## src/rtl/pb_pkg.sv

```systemverilog
// rtl/pb_pkg.sv - shared types and constants for the protobuf stream parser
package pb_pkg;

    localparam int MAX_VARINT_BYTES = 10;
    localparam int MAX_KEY_BYTES    = 5;

    localparam logic [2:0] WT_VARINT = 3'd0;
    localparam logic [2:0] WT_I64    = 3'd1;
    localparam logic [2:0] WT_LEN    = 3'd2;
    localparam logic [2:0] WT_I32    = 3'd5;

    typedef enum logic [2:0] {
        ST_KEY,
        ST_VARINT,
        ST_FIXED,
        ST_LEN,
        ST_PAYLOAD,
        ST_DRAIN
    } pb_state_e;

    typedef enum logic [1:0] {
        KIND_SCALAR  = 2'd0,
        KIND_LEN_HDR = 2'd1,
        KIND_PAYLOAD = 2'd2
    } pb_kind_e;

    typedef enum logic [1:0] {
        ERR_ILLEGAL_WT = 2'd0,
        ERR_OVERLONG   = 2'd1,
        ERR_TRUNC      = 2'd2,
        ERR_FIELD_ZERO = 2'd3
    } pb_err_e;

    // Wire types the parser knows how to sequence; groups (3/4) are rejected.
    function automatic logic wt_legal(input logic [2:0] wt);
        return (wt == WT_VARINT) || (wt == WT_I64) || (wt == WT_LEN) || (wt == WT_I32);
    endfunction

endpackage

```

## src/rtl/pb_varint_accum.sv

```systemverilog
// rtl/pb_varint_accum.sv - base-128 varint accumulator shared by key, value and length decode
module pb_varint_accum (
    input  logic        clk,
    input  logic        rst_n,
    input  logic        clear,
    input  logic        en,
    input  logic [7:0]  data,
    input  logic [3:0]  max_bytes,
    output logic [63:0] value,
    output logic        done,
    output logic        overlong
);

    logic [63:0] acc;
    logic [3:0]  count;
    logic [6:0]  shamt;

    // Payload bits of byte i land at 7*i; anything shifted past bit 63 falls off.
    assign shamt    = {3'b000, count} * 7'd7;
    assign value    = acc | ({57'd0, data[6:0]} << shamt);
    assign done     = !data[7];
    assign overlong = data[7] && (count == (max_bytes - 4'd1));

    // Accumulate until the terminating byte, then self-clear for the next varint.
    always_ff @(posedge clk or negedge rst_n) begin
        if (!rst_n) begin
            acc   <= 64'd0;
            count <= 4'd0;
        end else if (clear) begin
            acc   <= 64'd0;
            count <= 4'd0;
        end else if (en) begin
            if (done) begin
                acc   <= 64'd0;
                count <= 4'd0;
            end else begin
                acc   <= value;
                count <= count + 4'd1;
            end
        end
    end

endmodule

```

## src/rtl/pb_stream_parser.sv

```systemverilog
// rtl/pb_stream_parser.sv - streaming protobuf wire-format field parser
module pb_stream_parser #(
    parameter int MAX_VARINT_BYTES = 10,
    parameter int MAX_KEY_BYTES    = 5,
    parameter int LEN_W            = 32
) (
    input  logic        clk,
    input  logic        rst_n,
    input  logic        in_valid,
    output logic        in_ready,
    input  logic [7:0]  in_data,
    input  logic        in_last,
    output logic        out_valid,
    input  logic        out_ready,
    output logic [1:0]  out_kind,
    output logic [28:0] out_field_number,
    output logic [2:0]  out_wire_type,
    output logic [63:0] out_value,
    output logic        out_last,
    output logic        err_valid,
    output logic [1:0]  err_code
);

    import pb_pkg::*;

    localparam logic [3:0] VARINT_MAX = 4'(MAX_VARINT_BYTES);
    localparam logic [3:0] KEY_MAX    = 4'(MAX_KEY_BYTES);

    pb_state_e         state, state_d;
    logic [28:0]       field_q, field_d;
    logic [2:0]        wt_q, wt_d;
    logic [2:0]        fixed_idx, fixed_idx_d;
    logic [63:0]       fixed_val, fixed_val_d;
    logic [LEN_W-1:0]  len_cnt, len_cnt_d;

    logic              accept;
    logic              acc_en, acc_clear, acc_done, acc_overlong;
    logic [63:0]       acc_value;
    logic [3:0]        acc_max;

    logic              emit;
    pb_kind_e          emit_kind;
    logic [63:0]       emit_value;
    logic              err_hit;
    pb_err_e           err_sel;

    logic [2:0]        key_wt;
    logic [28:0]       key_field;
    logic [2:0]        fixed_last;
    logic [63:0]       fixed_merge;
    logic              len_too_big;

    assign accept      = in_valid && in_ready;
    assign acc_max     = (state == ST_KEY) ? KEY_MAX : VARINT_MAX;
    assign acc_clear   = err_hit;
    assign key_wt      = acc_value[2:0];
    assign key_field   = acc_value[31:3];
    assign fixed_last  = (wt_q == WT_I64) ? 3'd7 : 3'd3;
    assign fixed_merge = fixed_val | ({56'd0, in_data} << {fixed_idx, 3'b000});
    assign len_too_big = (acc_value >> LEN_W) != 64'd0;

    pb_varint_accum u_accum (
        .clk       (clk),
        .rst_n     (rst_n),
        .clear     (acc_clear),
        .en        (acc_en),
        .data      (in_data),
        .max_bytes (acc_max),
        .value     (acc_value),
        .done      (acc_done),
        .overlong  (acc_overlong)
    );

    // Per-byte decode: next state, field context, event to emit, or error to raise.
    always_comb begin
        state_d     = state;
        field_d     = field_q;
        wt_d        = wt_q;
        fixed_idx_d = fixed_idx;
        fixed_val_d = fixed_val;
        len_cnt_d   = len_cnt;
        acc_en      = 1'b0;
        emit        = 1'b0;
        emit_kind   = KIND_SCALAR;
        emit_value  = 64'd0;
        err_hit     = 1'b0;
        err_sel     = ERR_TRUNC;

        if (accept) begin
            case (state)
                ST_KEY: begin
                    acc_en = 1'b1;
                    if (acc_overlong) begin
                        err_hit = 1'b1;
                        err_sel = ERR_OVERLONG;
                    end else if (acc_done) begin
                        if (!wt_legal(key_wt)) begin
                            err_hit = 1'b1;
                            err_sel = ERR_ILLEGAL_WT;
                        end else if (key_field == 29'd0) begin
                            err_hit = 1'b1;
                            err_sel = ERR_FIELD_ZERO;
                        end else if (in_last) begin
                            err_hit = 1'b1;
                        end else begin
                            field_d     = key_field;
                            wt_d        = key_wt;
                            fixed_idx_d = 3'd0;
                            fixed_val_d = 64'd0;
                            case (key_wt)
                                WT_VARINT: state_d = ST_VARINT;
                                WT_LEN:    state_d = ST_LEN;
                                default:   state_d = ST_FIXED;
                            endcase
                        end
                    end else if (in_last) begin
                        err_hit = 1'b1;
                    end
                end
                ST_VARINT: begin
                    acc_en = 1'b1;
                    if (acc_overlong) begin
                        err_hit = 1'b1;
                        err_sel = ERR_OVERLONG;
                    end else if (acc_done) begin
                        emit       = 1'b1;
                        emit_value = acc_value;
                        state_d    = ST_KEY;
                    end else if (in_last) begin
                        err_hit = 1'b1;
                    end
                end
                ST_FIXED: begin
                    if (fixed_idx == fixed_last) begin
                        emit       = 1'b1;
                        emit_value = fixed_merge;
                        state_d    = ST_KEY;
                    end else if (in_last) begin
                        err_hit = 1'b1;
                    end else begin
                        fixed_val_d = fixed_merge;
                        fixed_idx_d = fixed_idx + 3'd1;
                    end
                end
                ST_LEN: begin
                    acc_en    = 1'b1;
                    emit_kind = KIND_LEN_HDR;
                    if (acc_overlong) begin
                        err_hit = 1'b1;
                        err_sel = ERR_OVERLONG;
                    end else if (acc_done) begin
                        if (len_too_big) begin
                            err_hit = 1'b1;
                            err_sel = ERR_OVERLONG;
                        end else if (acc_value == 64'd0) begin
                            emit       = 1'b1;
                            emit_value = 64'd0;
                            state_d    = ST_KEY;
                        end else if (in_last) begin
                            err_hit = 1'b1;
                        end else begin
                            emit       = 1'b1;
                            emit_value = acc_value;
                            len_cnt_d  = acc_value[LEN_W-1:0];
                            state_d    = ST_PAYLOAD;
                        end
                    end else if (in_last) begin
                        err_hit = 1'b1;
                    end
                end
                ST_PAYLOAD: begin
                    emit_kind  = KIND_PAYLOAD;
                    emit_value = {56'd0, in_data};
                    if (len_cnt == LEN_W'(1)) begin
                        emit    = 1'b1;
                        state_d = ST_KEY;
                    end else if (in_last) begin
                        err_hit = 1'b1;
                    end else begin
                        emit      = 1'b1;
                        len_cnt_d = len_cnt - LEN_W'(1);
                    end
                end
                ST_DRAIN: begin
                    if (in_last) state_d = ST_KEY;
                end
                default: state_d = ST_KEY;
            endcase

            // A message boundary ends any error recovery immediately.
            if (err_hit) state_d = in_last ? ST_KEY : ST_DRAIN;
        end
    end

    // State and per-field context registers.
    always_ff @(posedge clk or negedge rst_n) begin
        if (!rst_n) begin
            state     <= ST_KEY;
            field_q   <= 29'd0;
            wt_q      <= 3'd0;
            fixed_idx <= 3'd0;
            fixed_val <= 64'd0;
            len_cnt   <= '0;
        end else begin
            state     <= state_d;
            field_q   <= field_d;
            wt_q      <= wt_d;
            fixed_idx <= fixed_idx_d;
            fixed_val <= fixed_val_d;
            len_cnt   <= len_cnt_d;
        end
    end

    // Single event slot, one-cycle error pulse, and ready that blocks while the slot is full.
    always_ff @(posedge clk or negedge rst_n) begin
        if (!rst_n) begin
            out_valid        <= 1'b0;
            out_kind         <= 2'd0;
            out_field_number <= 29'd0;
            out_wire_type    <= 3'd0;
            out_value        <= 64'd0;
            out_last         <= 1'b0;
            err_valid        <= 1'b0;
            err_code         <= 2'd0;
            in_ready         <= 1'b0;
        end else begin
            err_valid <= err_hit;
            if (err_hit) err_code <= err_sel;
            if (emit) begin
                out_valid        <= 1'b1;
                out_kind         <= emit_kind;
                out_field_number <= field_q;
                out_wire_type    <= wt_q;
                out_value        <= emit_value;
                out_last         <= in_last;
            end else if (out_ready) begin
                out_valid <= 1'b0;
            end
            in_ready <= !(emit || (out_valid && !out_ready));
        end
    end

endmodule

```

## config.mk

```make
export PLATFORM = sky130hd
export DESIGN_NAME = pb_stream_parser
export DESIGN_NICKNAME = d
export VERILOG_FILES = /design/src/rtl/pb_pkg.sv /design/src/rtl/pb_varint_accum.sv /design/src/rtl/pb_stream_parser.sv
export SDC_FILE = /design/constraint.sdc
export NUM_CORES = 1
export LEC_CHECK = 0
export CORE_MARGIN = 2
export CORE_UTILIZATION = 50
export DETAILED_ROUTE_END_ITERATION = 6
export MAX_ROUTING_LAYER = met4
export PLACE_DENSITY = 0.77
export SLEW_MARGIN = 20
export SYNTH_ARGS = -nofsm -noshare
export SYNTH_HDL_FRONTEND = slang
export SYNTH_SLANG_ARGS = --single-unit
export TNS_END_PERCENT = 1
```

## constraint.sdc

```tcl
create_clock -name clk -period 3.5 [get_ports clk]
set_input_delay 0.525 -clock clk [delete_from_list [all_inputs] [get_ports clk]]
set_output_delay 0.525 -clock clk [all_outputs]
set_load 0.02 [all_outputs]
```

## After elaboration in Yosys (flattened, before gate mapping)

Cells that the tools add are included.
W data, S select, Z words.

| operators by class | value |
|---|---|
| bitwise logic cells | 6 |
| reductions and logical operators | 23 |
| $add $sub $neg | 4 |
| $mul | 1 |
| multiplexer cells | 104 |
| shift-type cells | 2 |
| eq/ne operators | 40 |

Operator list:

| kind | number |
|---|---|
| $mux W64 | 19 |
| $pmux W64 S4 | 1 |
| $mux W32 | 7 |
| $or A64 B64 Y64 | 2 |
| $pmux W64 S2 | 1 |
| $mux W3 | 25 |
| $logic_not A64 Y1 | 1 |
| $pmux W32 S2 | 1 |
| $reduce_bool A64 Y1 | 1 |
| $shl A7 B7 Y64 | 1 |
| $shl A8 B6 Y64 | 1 |
| $eq A32 B1 Y1 const B | 1 |
| $sub A32 B1 Y32 const B | 1 |
| $mux W1 | 30 |
| $logic_not A29 Y1 | 1 |
| $ne A2 B2 Y1 const B | 13 |
| $ne A3 B3 Y1 const B | 8 |
| $mux W2 | 9 |
| $pmux W3 S6 | 1 |
| $reduce_and A9 Y1 | 2 |
| $mux W4 | 4 |
| $reduce_and A15 Y1 | 1 |
| $ne A3 B2 Y1 const B | 4 |
| $eq A3 B1 Y1 const B | 3 |
| 24 further kinds | 42 |

| word-level totals | value |
|---|---|
| input bits | 13 |
| word-level logic and storage cells | 197 |
| output and inout port bits | 104 |
| flip-flop bits (word level) | 306 |

## Longest topological paths before layout

Gate-level depths: netlist of the first run.

| logic depth | value |
|---|---|
| word-level depth | 14 |
| mapped depth | 14 |
| gate-level depth less buffers | 10 |

## Hierarchy

Synthesis of the first run repeated with hierarchy kept, for this count alone.

| unflattened totals | value |
|---|---|
| cells, all modules | 1473 |
| area, all modules | 14665.3 um^2 |

By module, submodules not included:

| module | cells each | area each (um^2) | sequential area each (um^2) | instances |
|---|---|---|---|---|
| pb_stream_parser | 1185 | 11399.7 | 5955.7 | 1 |
| pb_varint_accum | 288 | 3265.6 | 1701.6 | 1 |

## Worst setup path before layout of the first run

No wires, ideal clock.

| timing path | value |
|---|---|
| path type | register to register |
| start point | reg len_cnt[26] |
| end point | reg state[0] |
| required time | 3.375 ns |
| stages on the path, launching flop included | 10 |
| setup time | 0.125 ns |
| data arrival time | 2.779 ns |
| path buffers | 0 |
| clock period less this slack | 2.903 ns |
| slack | 0.597 ns |
| path through | dfrtp_1 or4_4 or2_4 nor3_4 nand3_1 and2_1 or2_1 or3_1 o211ai_2 mux2_2 |

| between the ends | value |
|---|---|
| word-level cells in the longest chain between the ends | 6 |
| elaborated cells on any way between the ends | 20 |
| those cells by class | eq/ne (15); mux (4); reduce/logical (1) |

Ends and longest elaborated chain:

| what | line | text |
|---|---|---|
| start, declared | pb_stream_parser.sv:34 | `logic [LEN_W-1:0] len_cnt, len_cnt_d;` |
| start signal, assigned | pb_stream_parser.sv:210 | `len_cnt <= len_cnt_d;` |
| $eq A32 B1 Y1 * | pb_stream_parser.sv:174 | `if (len_cnt == LEN_W'(1)) begin` |
| $mux W1 | pb_stream_parser.sv:174 |  |
| $pmux W1 S5 | pb_stream_parser.sv:90 | `case (state)` |
| $mux W1 | pb_stream_parser.sv:89 | `if (accept) begin` |
| $ne A4 B4 Y1 (no line), or another cell as far along | n/a |  |
| $reduce_and A15 Y1 (no line) | n/a |  |
| end signal, assigned | pb_stream_parser.sv:205 | `state <= state_d;` |
| end, declared | pb_stream_parser.sv:29 | `pb_state_e state, state_d;` |

Every way passes the cells marked *; elsewhere a longest branch is shown, timed or not. The select of a mux whose other input is x is not followed.
A chain may end at the register's enable or synchronous reset.

## Final worst setup path of the first run

| timing path | value |
|---|---|
| start point | reg u_accum.count[0] |
| end point | reg state[2] |

| between the ends | value |
|---|---|
| word-level cells in the longest chain between the ends | 14 |
| elaborated cells on any way between the ends | 47 |
| those cells by class | mul (1); eq/ne (18); shift (1); mux (17); bitwise (1); reduce/logical (9) |

Ends and longest elaborated chain:

| what | line | text |
|---|---|---|
| start, declared | pb_varint_accum.sv:15 | `logic [3:0] count;` |
| start signal, assigned | pb_varint_accum.sv:38 | `count <= count + 4'd1;` |
| branches (longest 14 deep; another with $mul A4 B3 Y7) | n/a |  |

Several ways; the timed one is not identified. The select of a mux whose other input is x is not followed.

==> results of run 1 <==
-- cells in the mapped netlist, types with 8 or more instances --
cell and instances:
a21oi_1 195, nand2_1 74, inv_1 8, clkbuf_1 81, a22o_1 21, mux2_1 45, buf_6 12, nand4_1 13
buf_2 23, o31ai_1 29, a31oi_1 59, o22ai_1 44, dfrtp_1 306, or3_1 11, o21ai_0 50, mux2_4 43
mux2_2 15, nor3_1 105, nor2_1 114, nand3_1 13, a22oi_1 9, o32ai_1 29
-- layer usage --
layer | share of wire | global-route usage
met1 | 0.39 | 0.4011
met2 | 0.46 | 0.4623
met3 | 0.096 | 0.05352
met4 | 0.048 | 0.1257
met5 | 0 | -
-- power breakdown --
group | switching (mW) | internal [mW]
combinational | 3.04 | 2.21
clock | 1.46 | 2.52
sequential | 0.579 | 4.23
total | 5.09 | 8.95
-- worst min-delay path by stage --
stage,startpoint,end,slack [ns],cells past startpoint
2_1_floorplan,rst_n,err_code[0],0.23,0
3_3_place_gp,fixed_val[19],fixed_val[19],0.46,2
3_5_place_dp,fixed_val[24],fixed_val[24],0.47,2
4_1_cts,rst_n,out_field_number[0],0.13,1
5_1_grt,rst_n,out_wire_type[2],0.17,1
6_report,rst_n,out_wire_type[2],0.1,1
-- through the flow --
| stage | instance area (um^2) | cells | util | setup TNS [ns] | power (mW) |
|---|---|---|---|---|---|
| 4_1_cts | 18420 | 2015 | 0.6417 | 0 | 13.98 |
| 2_1_floorplan | 14610 | 1419 | - | 0 | 7.858 |
| 3_5_place_dp | 17160 | 1953 | 0.5979 | -13.92 | 9.968 |
| 5_1_grt | 18430 | 2015 | 0.6420 | -0.01577 | 14.65 |
| 6_report | 18430 | 2015 | 0.6420 | 0 | 14.04 |
| 3_3_place_gp | 17160 | 1953 | 0.5979 | -0.2170 | 9.830 |
-- state kept, by name (all words and copies together), names as in the netlist --
| signal | cells |
|---|---|
| field_q | 29 |
| state | 3 |
| out_kind | 2 |
| out_field_number | 29 |
| out_last | 1 |
| err_valid | 1 |
| out_wire_type | 3 |
| u_accum.count | 4 |
| fixed_idx | 3 |
| err_code | 2 |
| in_ready | 1 |
| fixed_val | 64 |
| out_valid | 1 |
| u_accum.acc | 64 |
| out_value | 64 |
| wt_q | 3 |
| len_cnt | 32 |
-- logic make-up after synthesis --
kind of cell | Yosys count
flops | 306
compound gates | 479
simple gates | 388
xor+xnor | 3
buf+inv | 134
fa+ha+maj | 4
mux | 105
-- cell type report --
type / instances / area share
clock inverters: 12 / 0.01154
well taps: 384 / 0.02607
clock buffers: 50 / 0.05669
multi-input cells: 979 / 0.3451
inverters: 8 / 0.001630
repair buffers: 276 / 0.1434
flip-flops and latches: 306 / 0.4155
-- worst register-to-register path, stage by stage, from the launching register on --
cell and delay, ns:
dfrtp_1 0.57, nor2b_1 0.19, buf_4 0.20, a31oi_1 0.30, nand4_1 0.17, nor4_2 0.39, buf_4 0.18, nand3_1 0.15
buf_4 0.19, or3_1 0.30, a211oi_1 0.34, a2bb2oi_1 0.21, mux2_2 0.17
-- timing repair --
item / 4_1_cts / 5_1_grt
endpoints found under the setup margin: 0 / 4
hold buffers: 0 / 0
resized for setup: 0 / 1
==> flow_summary.yaml, run 1 <==
clock_tree:
  insertion_delay_ns: 0.52
  numClockSinks: 306
  cts.clk_slew.worst_paths_ns: 0.06
  cts_tree: "done"
  postCtsSetupRepairBufs: 0
  cts_root_buffer: "clkbuf_16"
  htree_num_levels: 2
  cts.path.max_buffers: 3
  cts_buffers: 34
worst_setup_path:
  crit_buf_inv: 3
  r2r_cells: 12
  ff2ff_setup_slack_ns: 0.07
  slowest_stage: "dfrtp_1"
  path_max_fanout: 10
  crit_path_start_kind: "register"
  crit_path_end: "state[2]"
  end_kind: "register"
  crit_cells: 12
  critPathKind: "reg -> reg"
  cpPeakStageDelay_ns: 0.57
  crit_path_start: "u_accum.count[0]"
  cp_common_cell: "buf_4"
  crit_chain: "nor2b_1, buf_4, a31oi_1, nand4_1, nor4_2, buf_4, nand3_1, buf_4, or3_1, a211oi_1, a2bb2oi_1, mux2_2"
  arrival_ns: 3.88
  crit_required_ns: 3.95
  crit_family: "simple AND/OR/NAND/NOR gates"
  r2r_end: "state[2]"
  r2r-start: "u_accum.count[0]"
drt:
  wl_um: 45140
  via_per_inst: 6.402
  wire_per_inst_um: 22.40
  drtPass1Iterations: 6
  final_antenna_net_count: 0
  drt_iter0_drc: 1505
  drc: 0
  vias: 12901
timing:
  hold_viol: 0
  period_share: 0.9791
  report.final.slew_viol_count: 0
  setup_viol: 0
  finalCriticalPeriod_ns: 3.427
  slew_headroom: 0.4208
  fin_skew_ns: 0.01779
  worst_pin_slew_ns: 0.8688
  finalHoldWorstSlack_ns: 0.09620
  rsz0062_at_grt: "yes"
  layout_setup_ws_ns: 0.07312
  fmax_ghz: 0.2918
synth:
  synth_top_family_by_area: "compound AO/OA/AOI/OAI gates"
  synth-seq-cells: 306
  synthXorXnorAreaFrac: 0.001799
  yosysSeqAreaShare: 0.5243
  synth.area.mux_share: 0.09184
  yosysWarnings: 0
  synth_cell_types: 74
  synth_fa_ha_area_frac: 0.003427
  synth_compound_area_frac: 0.2029
  synthTopCellsByArea: "dfrtp_1 (52%), a21oi_1 (6.7%), mux2_4 (4.4%)"
  synth.net_count: 1436
  synth_edf_count: 0
  synthCells: 1419
  syn_area_per_cell_um2: 10.29
  synth_top_area_share: 0.5243
  synthesis.area_mm2: 0.01461
  ys_async_sr_fraction: 1.000
  yosysTopAreaCell: "dfrtp_1"
  synth-simple-area-share: 0.1321
  synthFlopType: "dfrtp_1"
min_path:
  hold_class: "in -> async"
grt:
  antenna_found_initial: 0
  grt_max_degree: 109
  grt_usage: 0.3025
  grt.overflow.total: 0
  grt_pass1_vias: 12534
  grt_pass1_wl_um: 70820
finish:
  seq_area_mm2: 0.007657
  final_nets: 1622
  final_common_cell: "dfrtp_1"
  drive_gt1_frac: 0.1913
  layout_common_cells: "dfrtp_1 (306), a21oi_1 (195), buf_4 (138)"
  syn_to_final_growth_pct: 26.17
  multi_input_area_mm2: 0.006360
  nFillCells: 2214
  n_antenna_cell: 0
outcome:
  outcome: "completed"
place:
  place.gp.congestion: 1.001
  portBuffers: 116
  preCtsSetupSlack_ns: -0.1661
  dp_hpwl_um: 29880
floorplanning:
  die_y_um: 174.9
  start_util: 0.5088
  coreArea_mm2: 0.02870
  io-pin-count: 117
  die_area_mm2: 0.03059
  die_x_um: 174.9
  num_rows: 62
flow_run:
  cap_violations: 0
power:
  vdd_drop_max_mv: 0.5075
  power.leakage_nw: 8.103
  power_density_mw_per_mm2: 761.9
(Power assumes the default switching activity.)
==> inputs of run 2 (changes only) <==
Settings changed: CORE_ASPECT_RATIO from default to 0.9.
==> run 2 against run 1 <==
Effect of this change: the run now ends with negative hold slack left; utilization is 1.4 points lower; largest cell class unchanged; critical path depth is 3 lower; highest routed layer unchanged; sequential cell count stayed put; routed wire length is 0.98% lower; clock skew is 0.00066 ns lower; sequential share of layout area is 0.82 points higher; first-iteration DRC count is 8.3% lower; design area is 1.9% lower; combinational power is 1% lower; non-clock buffer count is 9 lower.
==> flow_summary.yaml, run 2 (synthesis gave the netlist of run 1 again) <==
finish:
  seq_area_mm2: 0.007659
  layout_common_cells: "dfrtp_1 (305), a21oi_1 (195), buf_4 (132)"
  final_util: 0.6279
  final_cells: 1983
  nFillCells: 2277
  syn_to_final_growth_pct: 23.76
  drive_gt1_frac: 0.1851
  final_nets: 1610
  final_common_cell: "dfrtp_1"
  fin_area_mm2: 0.01808
  multi_input_area_mm2: 0.006364
  biggestRegsByFlops: "fixed_val x64, out_value x64, u_accum.acc x64"
outcome:
  violations: "negative hold slack"
  outcome: "finished with violations"
place:
  placed_area_mm2: 0.01704
  place.gp.congestion: 0.9348
  dp_cells: 1926
  portBuffers: 116
  dp_hpwl_um: 29910
  preCtsSetupSlack_ns: -0.06636
floorplanning:
  die_x_um: 184.2
  die_y_um: 166.1
  die_area_mm2: 0.03060
  io-pin-count: 117
  coreArea_mm2: 0.02879
  start_util: 0.5073
  num_rows: 59
drt:
  via_per_inst: 6.436
  wire_per_inst_um: 22.54
  drt_iter0_drc: 1380
  final_antenna_net_count: 0
  wl_um: 44690
  drc: 0
  vias: 12762
  drtPass1Iterations: 7
worst_setup_path:
  crit_path_start_kind: "register"
  crit_required_ns: 3.95
  path_max_fanout: 5
  arrival_ns: 3.73
  critPathKind: "reg -> reg"
  end_kind: "register"
grt:
  grt_usage: 0.3034
  grt_pass1_wl_um: 71120
  antenna_found_initial: 2
  grt_pass1_vias: 12503
  grt.overflow.total: 0
  grt_max_degree: 99
timing:
  finalHoldWorstSlack_ns: -0.02111
  report.final.slew_viol_count: 0
  fmax_ghz: 0.3051
  setup_viol: 0
  slew_headroom: 0.4418
  setup_tns_ns: 0
  rsz0062_at_grt: "no"
  finalCriticalPeriod_ns: 3.277
  worst_pin_slew_ns: 0.8335
  period_share: 0.9364
  layout_setup_ws_ns: 0.2227
  hold_viol: 14
  fin_skew_ns: 0.01714
clock_tree:
  cts.clk_slew.worst_paths_ns: 0.06
  cts_tree: "done"
  cts_buffers: 31
  htree_num_levels: 1
  cts_root_buffer: "clkbuf_16"
  cts.path.max_buffers: 3
  numClockSinks: 306
  cts_hold_buf: 0
  insertion_delay_ns: 0.58
power:
  power.leakage_nw: 7.941
  power_mw: 13.39
  power_density_mw_per_mm2: 740.8
  vdd_drop_max_mv: 0.5027
min_path:
  hold_class: "in -> async"
flow_run:
  cap_violations: 0
-- run 2: changes by cell type in the layout (fill, tap and decap cells not counted), moves of 3 or more --
cell       before  now
bufinv_16       6    3
clkbuf_16      37   31
buf_12         22   19
buf_4         138  132
-- run 2: cell type report --
class,count,area share
timing repair buffer,267,0.1404
multi-input combinational,979,0.3520
inverter,8,0.001661
sequential,306,0.4237
clock buffer,43,0.04873
clock inverter,12,0.007891
tap,366,0.02533
antenna,2,0.0002769
-- run 2: layer usage --
metal | routed length, um | vias up | GRT usage
li1 | - | 5608 | -
met1 | 18540 | 6252 | 0.4239
met2 | 19910 | 781 | 0.4454
met3 | 4603 | 121 | 0.05592
met4 | 1645 | 0 | 0.1085
met5 | 0 | - | -
-- run 2: final timing paths --
kind	start	end	slack (ns)	cells past startpoint
max in group asynchronous	rst_n	len_cnt[28]	2.52	2
worst min-delay path	rst_n	out_field_number[3]	-0.02	1
worst min register to register	fixed_val[33]	fixed_val[33]	0.48	2
min in group clk	fixed_val[33]	fixed_val[33]	0.48	2
worst max register to register	len_cnt[26]	state[0]	0.22	9
worst max-delay path	len_cnt[26]	state[0]	0.22	9
-- run 2: what timing repair did --
item,in CTS,in global routing
endpoints found under the setup margin,0,108
gates resized for setup,0,3
setup buffers,0,0
-- run 2: power breakdown --
group,switching (mW),internal (mW)
sequential,0.569,4.23
combinational,3.03,2.18
clock,1.42,1.97
-- run 2: critical path, cell delays in order, from the launching register on --
cell,delay [ns]
dfrtp_1,0.39
or4_4,0.55
or2_4,0.28
nor3_4,0.20
nand3_1,0.20
and2_1,0.24
or2_1,0.27
or3_1,0.40
o211ai_2,0.25
mux2_2,0.36
